`src/rtl/fwd_hazard_unit.sv`:
```
// Forwarding select and load-use interlock for an in-order pipeline.
// A tag shift register mirrors the instructions in EX..EX+D-1. The registered
// operand selects and the stall request are derived from it for the instruction in ID.
module fwd_hazard_unit #(
  parameter  int REG_AW    = 5,
  parameter  int FWD_DEPTH = 2,
  parameter  int STALL_CW  = 16,
  localparam int SELW      = $clog2(FWD_DEPTH + 1)
) (
  input  logic                clk,
  input  logic                rstn,
  input  logic                pipe_hold,
  input  logic                flush,
  input  logic                id_valid,
  input  logic [REG_AW-1:0]   id_rs1,
  input  logic [REG_AW-1:0]   id_rs2,
  input  logic                id_rs1_use,
  input  logic                id_rs2_use,
  input  logic [REG_AW-1:0]   id_rd,
  input  logic                id_regwrite,
  input  logic [SELW-1:0]     id_rdy,
  output logic [SELW-1:0]     fwd_a,
  output logic [SELW-1:0]     fwd_b,
  output logic                stall,
  output logic [STALL_CW-1:0] stall_cnt
);

  // Tag entry k describes the instruction k stages after EX (k = 0 is EX itself).
  logic              tag_vld [FWD_DEPTH];
  logic [REG_AW-1:0] tag_rd  [FWD_DEPTH];
  logic [SELW-1:0]   tag_rdy [FWD_DEPTH];

  logic            en_a, en_b;
  logic [SELW-1:0] sel_a, sel_b;
  logic            haz_a, haz_b;
  logic            issue;

  // A ready stage of 0 means "ready right after EX"; beyond D it is clamped to the last stage.
  function automatic logic [SELW-1:0] norm_rdy(input logic [SELW-1:0] r);
    if (r == '0)
      return SELW'(1);
    else if (int'(r) > FWD_DEPTH)
      return SELW'(FWD_DEPTH);
    else
      return r;
  endfunction

  // The stall counter sticks at all-ones instead of wrapping.
  function automatic logic [STALL_CW-1:0] sat_inc(input logic [STALL_CW-1:0] c);
    if (&c)
      return c;
    else
      return c + STALL_CW'(1);
  endfunction

  assign en_a = id_valid & id_rs1_use & (id_rs1 != '0);
  assign en_b = id_valid & id_rs2_use & (id_rs2 != '0);

  // Youngest-producer lookup: the first match decides, so older entries with the same rd are shadowed.
  always_comb begin : lookup
    logic hit_a, hit_b;
    sel_a = '0;
    sel_b = '0;
    haz_a = 1'b0;
    haz_b = 1'b0;
    hit_a = 1'b0;
    hit_b = 1'b0;
    for (int k = 0; k < FWD_DEPTH; k++) begin
      if (en_a && !hit_a && tag_vld[k] && (tag_rd[k] == id_rs1)) begin
        hit_a = 1'b1;
        if (k + 1 >= int'(tag_rdy[k])) sel_a = SELW'(k + 1);
        else                           haz_a = 1'b1;
      end
      if (en_b && !hit_b && tag_vld[k] && (tag_rd[k] == id_rs2)) begin
        hit_b = 1'b1;
        if (k + 1 >= int'(tag_rdy[k])) sel_b = SELW'(k + 1);
        else                           haz_b = 1'b1;
      end
    end
  end

  // A redirect or a global freeze never needs the interlock.
  assign stall = (haz_a | haz_b) & ~flush & ~pipe_hold;
  assign issue = id_valid & ~stall & ~flush;

  // Control state: entry valids, registered selects and the stall counter.
  always_ff @(posedge clk or negedge rstn) begin
    if (!rstn) begin
      for (int k = 0; k < FWD_DEPTH; k++) tag_vld[k] <= 1'b0;
      fwd_a     <= '0;
      fwd_b     <= '0;
      stall_cnt <= '0;
    end else if (!pipe_hold) begin
      tag_vld[0] <= issue & id_regwrite & (id_rd != '0);
      for (int k = 1; k < FWD_DEPTH; k++) tag_vld[k] <= tag_vld[k-1];
      fwd_a <= issue ? sel_a : '0;
      fwd_b <= issue ? sel_b : '0;
      if (stall) stall_cnt <= sat_inc(stall_cnt);
    end
  end

  // Tag payload shifts with the valids; it is meaningless whenever the valid bit is clear.
  always_ff @(posedge clk) begin
    if (!pipe_hold) begin
      tag_rd[0]  <= id_rd;
      tag_rdy[0] <= norm_rdy(id_rdy);
      for (int k = 1; k < FWD_DEPTH; k++) begin
        tag_rd[k]  <= tag_rd[k-1];
        tag_rdy[k] <= tag_rdy[k-1];
      end
    end
  end

endmodule

```
`config.mk`:
```
export PLATFORM = sky130hd
export DESIGN_NAME = fwd_hazard_unit
export DESIGN_NICKNAME = d
export VERILOG_FILES = /design/src/rtl/fwd_hazard_unit.sv
export SDC_FILE = /design/constraint.sdc
export NUM_CORES = 1
export LEC_CHECK = 0
export ABC_AREA = 1
export BUFFER_PORTS_ARGS = -buffer_cell sky130_fd_sc_hd__buf_2
export CAP_MARGIN = 30
export CORE_MARGIN = 5
export CORE_UTILIZATION = 55
export CTS_BUF_LIST = sky130_fd_sc_hd__clkbuf_4
export DETAILED_ROUTE_END_ITERATION = 10
export GPL_TIMING_DRIVEN = 0
export PLACE_DENSITY = 0.8
export SYNTH_ARGS = -nofsm -noshare
export SYNTH_HDL_FRONTEND = slang
export SYNTH_SLANG_ARGS = --single-unit
```
`constraint.sdc`:
```
create_clock -name clk -period 1.7 [get_ports clk]
set_input_delay 0.34 -clock clk [delete_from_list [all_inputs] [get_ports clk]]
set_output_delay 0.34 -clock clk [all_outputs]
set_load 0.01 [all_outputs]
```
==> run metrics <==
outcome=finished, violations left; failing checks=setup timing; pin count of the biggest net entering global routing=24; Non-Filler Instances=419; Placement Cell Area=2600 um^2; ANT nets after route=0; leakage=1.52 nW; Post-Route Skew=10.7 ps; initial antenna violation count=0; gr usage total=0.227; die area=5620 um^2; fin crit period=2160 ps; CTS tree=yes; Max VDD drop=0.000437 V; critical path arrival=1820 ps; Num Clock Sinks=36; crit-path max FO=4; routed vias/inst=5.51; Seq/Total Area, Yosys=0.419; Tot Pwr=1.65 mW; CP max-delay cell=edfxtp_1; synthesized area per cell=7.58 um^2; vias in the first global route=2157; ANT cells=0; Slew Limit Fails=0; RSZ-0062 raised after global routing=true; first-pass GRT wire length=9700 um; share of layout cells above drive strength 1=0.295; GPL Wtd Cong=0.912; Net Count, Synth=332; fin worst setup slack=-460 ps; final core occ=0.693; # port buffers=43; Rel. slew slack=0.594; Hold WC Path Type=primary input to flop; critical path type=flop to output pin; worst path required time=1360 ps; Design Area, Final=2810 um^2; Post-Syn Area=2320 um^2; via count=2307; Worst-Margin Slew=606 ps; Setup crit start kind=flop; setup_tns=-3680 ps; Root Driver=clkbuf_4; GR Overflow Total=0; Synth Instances=306; Final Hold Fails=0; P&R area growth vs syn=21.3%; final WL=6000 um; CTS Buf Count=5; DRC=0; most frequent CP cell=nand2_1; FP Rows=23; Synth Warn #=0; Chip Width=74.9 um; CP cell instances=nand2_1 -> nand2_1 -> nor3_2 -> nand3_1 -> nand2_2 -> nand2_4 -> a21oi_4 -> buf_6; Placed Cells=399; critical path buffer and inverter count=1; dpl hpwl=4140 um; P per Cell Area=586 nW/um^2; core area=4060 um^2; drt initial violations=310; post-synth cell types=30; # IOs=46; f_max=463 MHz; Final period util=1.27; delay-heaviest family, CP=simple AND/OR/NAND/NOR gates; Hold Slack=169 ps; pre-CTS worst setup slack=-213 ps; FF+latch count, synth=36; Final #Nets=394; H-Tree Depth=2; clk buf depth=2; Clock transition at path regs=110 ps; Clock Latency Late Sink=350 ps; starting density of the core=0.572; Maximum Capacitance Violations=0; kind of end point of the critical path=output pin; TritonRoute pass-1 iters=7; CP max stage delay=470 ps; Setup Viol. Count Final=22; Die Y-Extent=74.9 um; DR WL/cell=14.3 um
-- per-layer routing --
metal | GRT usage | share of wire
met5 | 0 | 0
met4 | 0.0949 | 0.014
met3 | 0.0587 | 0.085
met2 | 0.328 | 0.45
met1 | 0.323 | 0.45
-- cells by family after synthesis --
logic type	synth area share
adder cells (fa/ha/maj)	0.00539
AO/OA/AOI/OAI	0.0264
XOR/XNOR	0.0378
flip-flops	0.419
buffers and inverters	0.0852
AND/OR/NAND/NOR	0.427
-- synth_stat cells (all sizes together) --
cell	n	area [um^2]
nand2	126	513
inv	39	146
nand4	28	196
nor2	24	95.1
dfrtp	22	551
nand3	17	85.1
edfxtp	14	420
xnor2	6	52.6
nor3	4	30.0
o21ai	4	20.0
xor2	4	35.0
buf	3	33.8
nor4	3	18.8
a21oi	2	32.5
clkbuf	2	17.5
nor3b	2	25.0
or2	2	12.5
ha	1	12.5
nand3b	1	7.51
o311ai	1	8.76
or3	1	6.26
-- registers in the layout, summed over array words and instances, names as in the netlist --
register and cells:
tag_rd 10, tag_rdy 4, fwd_a 2, tag_vld 2, stall_cnt 16, fwd_b 2
-- cells in the final DEF, fill, tap and decap left out, types with 9 or more instances in the layout --
cell        n
edfxtp_1   14
inv_1      30
inv_2       9
nand2_1   109
nand3_1    15
buf_2      42
nand4_1    26
nand2_2    14
dfrtp_1    22
nor2_1     19
-- timing repair --
| action | 4_1_cts | 5_1_grt |
|---|---|---|
| buffers inserted | 7 | 3 |
| endpoints found under the hold margin | 22 | 0 |
| hold buffers | 1 | 0 |
| endpoints found under the setup margin | 18 | 22 |
| gates resized for setup | 11 | 10 |
| pin swaps | 10 | 15 |
| cloned | 1 | 1 |
-- path summary, 6_finish.rpt --
check                         startpoint            end  slack, ps  depth (start not counted)
max                         tag_rd[0][3]          stall       -460                          8
min                             id_rd[2]   tag_rd[0][2]        170                          1
max reg2reg                 tag_rd[0][3]   stall_cnt[7]       -210                         12
min reg2reg                tag_rdy[0][0]  tag_rdy[0][2]        430                          0
max in group asynchronous           rstn     tag_vld[1]        860                          2
min in group asynchronous           rstn   stall_cnt[2]        480                          2
-- worst register-to-register path, stage by stage (launching register included) --
cell and delay (ps):
edfxtp_1 470, nand2_1 130, nand2_1 70, nor3_2 170
nand3_1 140, nand2_2 110, nand2_4 60, buf_4 170
nand2_4 90, nand4_4 110, buf_6 170, nand2_1 70
nand2_1 60
-- report_power, final --
group | internal, mW | switching [mW]
logic | 0.0746 | 0.135
registers | 0.938 | 0.0286
clock network | 0.159 | 0.314
-- final cells by class --
cell class              count  area, um^2
fillers                   346        1240
multi-input cells         227        1210
flip-flops and latches     36         971
repair buffers             54         318
inverters                  39         146
well taps                  50        62.6
plain buffers               5        51.3
clock buffers               5        37.5
clock inverters             3        18.8
No activity file was read; power rests on OpenSTA's default activity.
